--- config.mk ---
export PLATFORM = sky130hd
export DESIGN_NAME = x_stretch
export DESIGN_NICKNAME = d
export VERILOG_FILES = /design/src/rtl/x_stretch_pkg.sv /design/src/rtl/x_sat_counter.sv /design/src/rtl/x_stretch.sv
export SDC_FILE = /design/constraint.sdc
export NUM_CORES = 1
export LEC_CHECK = 0
export BUFFER_PORTS_ARGS = -buffer_cell sky130_fd_sc_hd__buf_2
export CAP_MARGIN = 20
export CORE_ASPECT_RATIO = 1.1
export CORE_MARGIN = 2
export CORE_UTILIZATION = 55
export DETAILED_ROUTE_END_ITERATION = 7
export GPL_TIMING_DRIVEN = 0
export PLACE_DENSITY = 0.82
export SLEW_MARGIN = 15
export SYNTH_ARGS = -nofsm -noshare
export SYNTH_HDL_FRONTEND = slang
export SYNTH_HIERARCHICAL = 1
export SYNTH_SLANG_ARGS = --single-unit
--- constraint.sdc ---
create_clock -name clock -period 4.25 [get_ports clock]
set_clock_uncertainty 0.2 [all_clocks]
set_input_delay 0.6375 -clock clock [delete_from_list [all_inputs] [get_ports clock]]
set_output_delay 0.6375 -clock clock [all_outputs]
set_load 0.005 [all_outputs]
--- src/rtl/x_stretch_pkg.sv ---
// Shared types and default sizes for the x_stretch pulse stretcher.
package x_stretch_pkg;

    localparam int unsigned MXW_DEF   = 4;
    localparam int unsigned MXH_DEF   = 4;
    localparam int unsigned MXCNT_DEF = 12;

    typedef enum logic [1:0] {
        IDLE    = 2'd0,
        STRETCH = 2'd1,
        HOLDOFF = 2'd2
    } stretch_state_t;

endpackage

--- src/rtl/x_sat_counter.sv ---
// Saturating event counter; a synchronous clear beats a same-cycle increment.
module x_sat_counter
    import x_stretch_pkg::*;
#(
    parameter int unsigned MXCNT = MXCNT_DEF
) (
    input  logic             clock,
    input  logic             reset_n,
    input  logic             inc,
    input  logic             clr,
    output logic [MXCNT-1:0] cnt
);

    logic [MXCNT-1:0] cnt_q;
    logic [MXCNT-1:0] cnt_d;

    always_comb begin
        cnt_d = cnt_q;
        if (clr) begin
            cnt_d = '0;
        end else if (inc && (cnt_q != '1)) begin
            cnt_d = cnt_q + MXCNT'(1);
        end
    end

    always_ff @(posedge clock or negedge reset_n) begin
        if (!reset_n) begin
            cnt_q <= '0;
        end else begin
            cnt_q <= cnt_d;
        end
    end

    assign cnt = cnt_q;

endmodule

--- src/rtl/x_stretch.sv ---
// Pulse stretcher with holdoff and accept/reject accounting.
// Define X_STRETCH_RETRIG_EN to let edges during STRETCH extend the pulse.
module x_stretch
    import x_stretch_pkg::*;
#(
    parameter int unsigned MXW   = MXW_DEF,
    parameter int unsigned MXH   = MXH_DEF,
    parameter int unsigned MXCNT = MXCNT_DEF
) (
    input  logic             clock,
    input  logic             reset_n,
    input  logic             d,
    input  logic [MXW-1:0]   width,
    input  logic [MXH-1:0]   holdoff,
    input  logic             cnt_clr,
    output logic             q,
    output logic             busy,
    output logic [MXCNT-1:0] n_accept,
    output logic [MXCNT-1:0] n_reject
);

`ifdef X_STRETCH_RETRIG_EN
    localparam logic RETRIG_EN = 1'b1;
`else
    localparam logic RETRIG_EN = 1'b0;
`endif

    stretch_state_t state_q, state_d;
    logic           d_prev_q, d_prev_d;
    logic           arm_q, arm_d;
    logic           edge_q, edge_d;
    logic [MXW-1:0] wcnt_q, wcnt_d;
    logic [MXH-1:0] hcnt_q, hcnt_d;
    logic           q_q, q_d;
    logic           busy_q, busy_d;
    logic           accept_c;
    logic           reject_c;
    logic [MXW-1:0] wload_c;

    assign wload_c = (width == '0) ? MXW'(1) : width;

    // First sample after reset only primes d_prev, so a level already high is not an edge.
    always_comb begin
        d_prev_d = d;
        arm_d    = 1'b1;
        edge_d   = d & ~d_prev_q & arm_q;
    end

    always_ff @(posedge clock or negedge reset_n) begin
        if (!reset_n) begin
            state_q  <= IDLE;
            d_prev_q <= 1'b0;
            arm_q    <= 1'b0;
            edge_q   <= 1'b0;
        end else begin
            state_q  <= state_d;
            d_prev_q <= d_prev_d;
            arm_q    <= arm_d;
            edge_q   <= edge_d;
        end
    end

    // The exit cycle of STRETCH (no holdoff) or HOLDOFF can take a new edge directly.
    always_comb begin
        state_d  = state_q;
        accept_c = 1'b0;
        reject_c = 1'b0;
        case (state_q)
            IDLE: begin
                if (edge_q) begin
                    state_d  = STRETCH;
                    accept_c = 1'b1;
                end
            end
            STRETCH: begin
                if (edge_q && (RETRIG_EN || ((wcnt_q == MXW'(1)) && (holdoff == '0)))) begin
                    accept_c = 1'b1;
                end else begin
                    reject_c = edge_q;
                    if (wcnt_q == MXW'(1)) begin
                        state_d = (holdoff != '0) ? HOLDOFF : IDLE;
                    end
                end
            end
            HOLDOFF: begin
                if (hcnt_q == MXH'(1)) begin
                    if (edge_q) begin
                        state_d  = STRETCH;
                        accept_c = 1'b1;
                    end else begin
                        state_d = IDLE;
                    end
                end else begin
                    reject_c = edge_q;
                end
            end
            default: state_d = IDLE;
        endcase
    end

    always_comb begin
        wcnt_d = wcnt_q;
        hcnt_d = hcnt_q;
        if (accept_c) begin
            wcnt_d = wload_c;
        end else if (state_q == STRETCH) begin
            wcnt_d = wcnt_q - MXW'(1);
        end
        if ((state_q == STRETCH) && (state_d == HOLDOFF)) begin
            hcnt_d = holdoff;
        end else if (state_q == HOLDOFF) begin
            hcnt_d = hcnt_q - MXH'(1);
        end
        q_d    = (state_d == STRETCH);
        busy_d = (state_d != IDLE);
    end

    always_ff @(posedge clock or negedge reset_n) begin
        if (!reset_n) begin
            wcnt_q <= '0;
            hcnt_q <= '0;
            q_q    <= 1'b0;
            busy_q <= 1'b0;
        end else begin
            wcnt_q <= wcnt_d;
            hcnt_q <= hcnt_d;
            q_q    <= q_d;
            busy_q <= busy_d;
        end
    end

    assign q    = q_q;
    assign busy = busy_q;

    x_sat_counter #(.MXCNT(MXCNT)) u_acc_cnt (
        .clock   (clock),
        .reset_n (reset_n),
        .inc     (accept_c),
        .clr     (cnt_clr),
        .cnt     (n_accept)
    );

    x_sat_counter #(.MXCNT(MXCNT)) u_rej_cnt (
        .clock   (clock),
        .reset_n (reset_n),
        .inc     (reject_c),
        .clr     (cnt_clr),
        .cnt     (n_reject)
    );

endmodule

==> results of run 1 <==
[cells by family (layout without fill, tap and decap cells)]
kind of cell / Yosys count / in the layout / share of synthesized area [%]
AOI/OAI and AO/OA: 30 / 30 / 9.81
muxes: 15 / 15 / 7.29
and+or+nand+nor: 104 / 104 / 28.1
adders and majority gates: 10 / 10 / 5.36
xor gates and xnor gates: 12 / 12 / 4.50
DFF: 39 / 39 / 41.8
buffers and inverters: 13 / 58 / 2.95
other: 1 / 1 / 0.161
[through the flow]
stage	utilization, %	cells	area [sq um]	setup WS (ps)
final	67.5	321	2720	826
after global routing	67.5	321	2720	702
after CTS	67.5	321	2720	895
after detailed placement	64.2	313	2580	593
after global placement	64.2	313	2580	602
after floorplan	-	224	2330	1290
[layer usage]
layer,vias to the layer above,part of all wire (%)
met3,2,2.6
met1,901,45
li1,900,-
met2,36,52
met4,0,0.58
met5,-,0
[flip-flops by register name, indices dropped and copies added (netlist names)]
register and flops:
u_acc_cnt/cnt 12, u_rej_cnt/cnt 12, busy 1, d_prev_q 1, edge_q 1, arm_q 1
q 1, hcnt_q 4, wcnt_q 4, state_q 2
[worst register-to-register path, stage by stage, from the launching register on]
cell	delay, ps
dfrtp_1	430
inv_1	120
ha_1	140
buf_2	190
nor4bb_1	360
a311oi_1	110
nor3b_2	680
nand4_1	330
a41oi_2	290
nand3_1	120
mux2_1	330
[where the power goes]
group	total (mW)	internal [mW]	switching, mW
registers	0.485	0.430	0.0546
clock network	0.359	0.235	0.124
logic	0.287	0.138	0.149
total	1.13	0.803	0.328
[cells in the mapped netlist, drive strengths merged]
cell type and count:
dfrtp 39, nor2 24, nand2 14, nand3 14, a21oi 12, nor3 11, ha 10, mux2 10
inv 9, nor4 7, nand4 6, o21ai 6, xnor2 6, xor2 6, and3 5, mux2i 5
nor2b 5, and4 4, and2 3, a311oi 2, a41oi 2, dlymetal6s2s 2, nor3b 2, o31ai 2
o41ai 2, or3 2, or3b 2, or4 2, a32oi 1, buf 1, clkbuf 1, conb 1
nor4b 1, nor4bb 1, o211a 1, o211ai 1, o32ai 1, or2 1
[area by class of cell]
type / instances / area [sq um]
sequential: 39 / 976
inverter: 9 / 33.8
buffer: 4 / 35.0
clock inverter: 2 / 60.1
multi-input combinational: 172 / 1290
tap: 52 / 65.1
clock buffer: 6 / 72.6
timing repair buffer: 37 / 185
fill: 319 / 1310
[final timing paths]
path,startpoint,to,slack (ps),cells after the start
min in group asynchronous,reset_n,u_acc_cnt/cnt[0],260,1
max in group asynchronous,reset_n,u_acc_cnt/cnt[2],3060,1
hold / removal,d_prev_q,edge_q,200,1
setup reg to reg,state_q[0],u_acc_cnt/cnt[5],830,10
hold reg to reg,d_prev_q,edge_q,200,1
setup / recovery,holdoff[0],u_acc_cnt/cnt[5],830,8
==> metrics.cfg, run 1 <==
[status]
status=completed

[detailed_routing]
viasPerCell=5.73
via_count=1839
wl_per_cell_um=14.5
routed_wl_um=4650
drtIter0Drc=99
detail-route-antenna-nets=0
remaining_drc_errors=0
first_pass_iters=4

[critical_path]
worstSetupPathType=in2reg
path_cells=buf_2 > nor4_1 > a311oi_1 > nor3b_2 > nand4_1 > a41oi_2 > nand3_1 > mux2_1
path_max_fanout=12
start_kind=input pin
cp.required_ps=4220
crit_family=simple AND/OR/NAND/NOR gates
arrival_ps=3390
slowest_delay_ps=680
endpoint_kind=register
path_buf_inv=1
critPathSlowestCell=nor3b_2

[clocking]
worstSkewPairLatency_ps=280
cts_resized=0
htreeDepth=2
hold_buffers=0
cts.sinks=39
clk_pin_slew_worst_paths_ps=80
cts_buffers=5
clockRootBuffer=clkbuf_8
post_cts_buffers=0
clk_path_buf_depth=2
cts_tree=done

[placement]
gp_congestion=0.844
io_buffers=37
hpwl_um=3300

[cells_and_area]
diodes=0
drive_gt1_share_pct=25.3
most-common-layout-cells=dfrtp_1 (39), buf_2 (38), nor2_1 (24)
area_growth_pct=16.4
nNetsFinal=290
final_common_cell=dfrtp_1

[power]
cellPowerDensity_nw_per_um2=416
fin_total_pwr_mw=1.13
irDropWorstVdd_v=0.000265
leakage_nw=1.24

[timing]
max-slew-margin-rel_pct=43.5
worst-slew-pin-transition_ps=848
grt_setup_unrepaired=false
tns_ps=0
min_period_over_period_pct=80.6
max_freq_ghz=0.292
finalCriticalPeriod_ps=3420
slew_violations=0
final_hold_viol_count=0
setup_viol=0
hold_ws_ps=195

[synth]
yosysSeqAreaShare_pct=41.8
synthDistinctLibCells=47
synthesis.area_sq_um=2330
netlist.area_leader.share_pct=41.8
synth_area_leaders=dfrtp_1 (42%), ha_1 (5.4%), nor2_1 (3.9%)
syn_inst=224
synth_seq_cells=39
syn_area_per_cell_sq_um=10.4
synth.largest_area_cell=dfrtp_1
synth_nets=246
yosys_warnings=6

[floorplan]
initial_core_util_pct=58.0
die_x_um=66.1
die_area_sq_um=4780
core_area_sq_um=4020
row_count=24
ios=38
die-height_um=72.3

[global_routing]
grt_usage_pct=21.4
grt.busiest_layer=met2
gr-usage-met2_pct=36.4
grt_overflow=0
grt_pass1_wl_um=8070
use_met1_pct=27.2
use_met3_pct=3.72
grt_pass1_vias=1848
antenna_found_initial=0
grt_start_max_net_pins=40

[flow_run]
maxCapViolCount=0

[hold_path]
hp-class=reg2reg

(Power assumes the default switching activity.)
==> inputs of run 2 (changes only) <==
Settings changed: ABC_AREA set to 1, PLACE_DENSITY 0.82 to 0.81.
Clock period 4.25 ns to 3.34 ns, I/O delays scaled along.
==> metrics.cfg, run 2 <==
[synth]
synth_area_leaders=dfrtp_1 (39%), nand2_1 (17%), nand3_1 (7.1%)
synthDistinctLibCells=29  ; -38%
synth_flop_cell=dfrtp_1
synth_commonest_cells=nand2_1 (115), dfrtp_1 (39), nor2_1 (38), nand3_1 (36), inv_1 (34)
netlist.area_leader.share_pct=38.5  ; -3.3 points
synth_nets=374  ; +52%
yosysSeqAreaShare_pct=38.5  ; -3.3 points
yosys_warnings=6  ; unchanged
syn_inst=352  ; +57%
yosysMostFrequentCell=nand2_1
synthXorXnorAreaFrac_pct=3.11  ; -1.4 points
synthAdderAreaFrac_pct=4.94  ; -0.42 points
synth_compound_area_share_pct=3.70  ; -6.1 points
synth_seq_cells=39  ; unchanged
async_reset_ff_share_pct=100  ; unchanged
synth_edf_count=0  ; unchanged
synth_top_family_by_area=simple AND/OR/NAND/NOR gates
synthesis.area_sq_um=2530  ; +8.5%
synth.largest_area_cell=dfrtp_1
synth-simple-area-share_pct=42.4  ; +14 points
syn_area_per_cell_sq_um=7.20  ; -31%
synthMuxAreaShare_pct=0  ; -7.3 points

[clocking]
clockRootBuffer=clkbuf_8
htreeDepth=2  ; unchanged
clk_path_buf_depth=2  ; unchanged
cts.sinks=39  ; unchanged
hold_buffers=0  ; unchanged
cts_tree=done
worstSkewPairLatency_ps=300  ; +20 ps
clk_pin_slew_worst_paths_ps=80  ; about the same
cts_buffers=5  ; unchanged
post_cts_buffers=0  ; unchanged
cts_resized=0  ; unchanged

[flow_run]
maxCapViolCount=0  ; unchanged

[timing]
slew_violations=0  ; unchanged
max-slew-margin-rel_pct=42.4  ; -1.1 points
worst-slew-pin-transition_ps=864  ; +16.0 ps
max_freq_ghz=0.453
grt_setup_unrepaired=false
tns_ps=0  ; unchanged
final_hold_viol_count=0  ; unchanged
min_period_over_period_pct=66.1
finalCriticalPeriod_ps=2210
setup_viol=0  ; unchanged

[cells_and_area]
fin_cells=451  ; +40%
drive_gt1_share_pct=19.9  ; -5.4 points
final_common_cell=nand2_1
most-common-layout-cells=nand2_1 (115), dfrtp_1 (39), nor2_1 (38)
diodes=0  ; unchanged
area_growth_pct=14.6
fill_cells=393  ; +23%
nNetsFinal=418  ; +44%

[detailed_routing]
first_pass_iters=4  ; unchanged
via_count=2387  ; +30%
routed_wl_um=5550  ; +19%
remaining_drc_errors=0  ; unchanged
viasPerCell=5.29  ; -7.6%
detail-route-antenna-nets=0  ; unchanged
drtIter0Drc=134  ; +35%
wl_per_cell_um=12.3  ; -15%

[critical_path]
endpoint_kind=register
worstSetupPathType=reg2reg
timing.rr.start=state_q[1]
cp.required_ps=3330  ; -890 ps
r2r_end=u_rej_cnt/cnt[9]
path_cells=inv_1 > ha_1 > buf_6 > inv_1 > o21ai_0 > and3_1 > nand2_2 > nand2_4 > clkinv_4 > nand2_1 > nand2_1
start_kind=register
ff2ff_path_depth=11  ; +1
reg2reg_slack_ps=1130  ; +310 ps
critPathSlowestCell=dfrtp_1
path_max_fanout=9  ; -3
arrival_ps=2190  ; -1200 ps
slowest_delay_ps=460  ; -220 ps

[floorplan]
die_x_um=68.7  ; +3.9%
row_count=25  ; +4.2%
die_area_sq_um=5170  ; +8.0%
ios=38  ; unchanged
initial_core_util_pct=57.9  ; -0.17 points
die-height_um=75.2  ; +3.9%
core_area_sq_um=4380  ; +8.8%

[power]
irDropWorstVdd_v=0.000249  ; -5.7%
switching_share_pct=36.7  ; +7.7 points
switching_power_mw=0.589  ; +80%
fin_total_pwr_mw=1.61  ; +42%
combPwrFrac_pct=35.0  ; +9.6 points
internal-power_mw=1.02  ; +27%
seq_power_share_pct=39.1  ; -3.8 points
clkPwrFrac_pct=25.9  ; -5.8 points
leakage_nw=1.52  ; +23%
cellPowerDensity_nw_per_um2=553  ; +33%

[placement]
gp_congestion=0.878  ; +4.0%
hpwl_um=4020  ; +22%
io_buffers=37  ; unchanged
dpl.cell_count=443  ; +42%

[global_routing]
grt_usage_pct=23.6  ; +2.1 points
grt_pass1_vias=2194  ; +19%
antenna_found_initial=0  ; unchanged
grt_pass1_wl_um=9390  ; +16%
grt_start_max_net_pins=40  ; unchanged
grt_overflow=0  ; unchanged

[status]
status=completed

[hold_path]
hp-class=in2async

## run 2: changes by cell type after synthesis, moves of 6 or more
cell     previous run  this run
nand2_1            14       115
mux2_1              6         0
inv_1               9        34
nand3_1            10        36
nor2_1             24        38
nand2_2             0         8
a21oi_1            12         4
## run 2: final cells by class
class | instances | area [sq um] | share of cell area [%]
inverters | 41 | 165 | 5.69
plain buffers | 2 | 16.3 | 0.560
clock inverters | 2 | 35.0 | 1.21
clock buffers | 6 | 82.6 | 2.84
multi-input cells | 270 | 1380 | 47.4
repair buffers | 37 | 185 | 6.38
flip-flops and latches | 39 | 976 | 33.6
well taps | 54 | 67.6 | 2.33
## run 2: layer usage
metal	track usage [%]	wire (um)
met1	28.5	2420
met2	40.6	2750
met3	5.23	274
met4	9.15	106
met5	0	0
## run 2: how the worst max path moves through the flow
stage | start | end | slack (ps) | cells past startpoint
5_1_grt | state_q[1] | u_rej_cnt/cnt[9] | 1020 | 10
3_3_place_gp | state_q[1] | u_rej_cnt/cnt[0] | 1220 | 10
3_5_place_dp | state_q[1] | u_rej_cnt/cnt[9] | 1200 | 11
6_report | state_q[1] | u_rej_cnt/cnt[9] | 1130 | 11
2_1_floorplan | state_q[1] | u_rej_cnt/cnt[9] | 1500 | 11
4_1_cts | state_q[1] | u_rej_cnt/cnt[9] | 1140 | 11
## run 2: power by group through the flow
stage                     combinational [mW]  clock (mW)  sequential [mW]
after global placement                 0.544           0            0.633
after CTS                              0.566       0.426            0.627
after floorplan                        0.449           0            0.622
after global routing                   0.646       0.446            0.640
after detailed placement               0.560           0            0.637
final                                  0.562       0.416            0.628
## run 2: through the flow
stage          worst slack [ps]  cell area, sq um  utilization, %  hold WS, ps
6_report                   1130              2900            66.3          109
3_3_place_gp               1220              2790            63.6          195
4_1_cts                    1140              2900            66.3          120
5_1_grt                    1020              2900            66.3          116
3_5_place_dp               1200              2790            63.6          196
2_1_floorplan              1500              2530               -         5.41
## run 2: cells by family after synthesis
| family | Yosys count |
|---|---|
| adder cells (fa/ha/maj) | 10 |
| XOR/XNOR | 9 |
| flip-flops | 39 |
| AND/OR/NAND/NOR | 232 |
| AO/OA/AOI/OAI | 18 |
| buffers and inverters | 43 |
| other | 1 |
## run 2: critical path: cells and delay by family (launching register included)
kind,cells,cell delay [ps]
flip-flops,1,460
adder cells (fa/ha/maj),1,170
buffers and inverters,4,460
AO/OA/AOI/OAI,1,180
AND/OR/NAND/NOR,5,620
==> inputs of run 3 (changes only) <==
Clock period 3.34 ns to 2.17 ns, I/O delays scaled along.
==> metrics.cfg, run 3 (synthesis gave the netlist of run 2 again) <==
[timing]
slew_violations=0  ; unchanged
max-slew-margin-rel_pct=42.2  ; -0.25 points
finalCriticalPeriod_ps=2160  ; -49.7 ps
final_hold_viol_count=0  ; unchanged
hold_ws_ps=55.6  ; -53.8 ps
max_freq_ghz=0.464  ; +2.3%
worst-slew-pin-transition_ps=867  ; +3.70 ps
tns_ps=0  ; unchanged
setup_viol=0  ; unchanged
min_period_over_period_pct=99.4  ; +33 points
grt_setup_unrepaired=true

[detailed_routing]
drtIter0Drc=121  ; -9.7%
first_pass_iters=4  ; unchanged
remaining_drc_errors=0  ; unchanged
wl_per_cell_um=12.5  ; +1.9%
detail-route-antenna-nets=0  ; unchanged
via_count=2386  ; -0.042%
viasPerCell=5.27  ; -0.48%
routed_wl_um=5680  ; +2.3%

[clocking]
clk_pin_slew_worst_paths_ps=90  ; about the same
cts.sinks=39  ; unchanged
worstSkewPairLatency_ps=300  ; about the same
cts_buffers=5  ; unchanged
clockRootBuffer=clkbuf_8
htreeDepth=2  ; unchanged
cts_tree=done
post_cts_buffers=0  ; unchanged
clk_path_buf_depth=2  ; unchanged

[critical_path]
start_kind=register
cp.required_ps=2160  ; -1170 ps
arrival_ps=2150  ; -40 ps
endpoint_kind=register
worstSetupPathType=reg2reg
path_max_fanout=9  ; unchanged
ff2ff_path_depth=11  ; unchanged

[global_routing]
grt_pass1_vias=2204  ; +0.46%
grt_usage_pct=23.8  ; +0.28 points
grt_start_max_net_pins=40  ; unchanged
grt_overflow=0  ; unchanged
grt_pass1_wl_um=9490  ; +1.0%
antenna_found_initial=0  ; unchanged

[placement]
hpwl_um=4020  ; unchanged
gp_congestion=0.878  ; unchanged
dpl.cell_count=443  ; unchanged
placed_area_sq_um=2790  ; unchanged
io_buffers=37  ; unchanged

[power]
leakage_nw=1.53  ; about the same
fin_total_pwr_mw=2.52  ; +57%
cellPowerDensity_nw_per_um2=856  ; +55%
irDropWorstVdd_v=0.000390  ; +56%

[cells_and_area]
design_area_sq_um=2940  ; +1.3%
final_common_cell=nand2_1
drive_gt1_share_pct=21.6  ; +1.7 points
most-common-layout-cells=nand2_1 (115), dfrtp_1 (38), nor2_1 (37), buf_2 (37), nand3_1 (36)
fin_cells=453  ; +0.44%
diodes=0  ; unchanged
nNetsFinal=420  ; +0.48%
area_growth_pct=16.1

[floorplan]
row_count=25  ; unchanged
die-height_um=75.2  ; unchanged
ios=38  ; unchanged
die_area_sq_um=5170  ; unchanged
initial_core_util_pct=57.9  ; unchanged
die_x_um=68.7  ; unchanged
core_area_sq_um=4380  ; unchanged

[status]
status=completed

[flow_run]
maxCapViolCount=0  ; unchanged

[hold_path]
whs_path_depth=3
hp-class=in2reg

[run 3: area by class of cell]
class,count,area [sq um]
Multi-Input combinational cell,270,1390
Fill cell,389,1440
Tap cell,54,67.6
Sequential cell,39,977
Timing Repair Buffer,39,205
Clock inverter,2,35.0
Inverter,41,166
Clock buffer,6,82.6
Buffer,2,18.8
[run 3: final timing paths]
| check | from | endpoint | slack (ps) |
|---|---|---|---|
| max | state_q[1] | u_rej_cnt/cnt[9] | 10 |
| min | width[1] | wcnt_q[1] | 60 |
| max reg2reg | state_q[1] | u_rej_cnt/cnt[9] | 10 |
| min reg2reg | d_prev_q | edge_q | 210 |
| max in group asynchronous | reset_n | state_q[1] | 710 |
| min in group asynchronous | reset_n | hcnt_q[2] | 470 |
[run 3: report_power, final]
part           switching, mW  leakage [nW]  total, mW  internal (mW)
sequential             0.125         0.519      0.971          0.846
clock                  0.271        0.0612      0.643          0.372
combinational          0.537         0.945      0.904          0.367
total                  0.933          1.53       2.52           1.59
[run 3: what timing repair did]
item	4_1_cts	5_1_grt
pin swaps	0	0
hold buffers	2	0
endpoints found under the hold margin	40	0
gates resized for setup	1	11
endpoints found under the setup margin	6	22
[run 3: critical path, cell delays in order, from the launching register on]
cell and delay, ps:
dfrtp_2 460, inv_1 90, ha_1 170, buf_6 130, inv_1 130, o21ai_2 190, and3_4 230, nand2_2 80
nand2_4 110, clkinv_4 110, nand2_1 80, nand2_1 70
[run 3: routing by layer]
layer	wire, um	share of wire (%)	global-route usage (%)	vias up
met5	0	0	0	-
met4	101	1.8	9.15	0
met3	233	4.1	5.23	15
met2	2840	50	41.0	66
met1	2500	44	29.0	1100
li1	-	-	-	1205
[run 3: per-stage QoR]
| step | util [%] | setup slack, ps |
|---|---|---|
| 3_5_place_dp | 63.6 | 27.0 |
| 6_report | 67.2 | 13.5 |
| 4_1_cts | 66.8 | 11.5 |
| 5_1_grt | 67.2 | -49.5 |
| 3_3_place_gp | 63.6 | 46.5 |
| 2_1_floorplan | - | 332 |
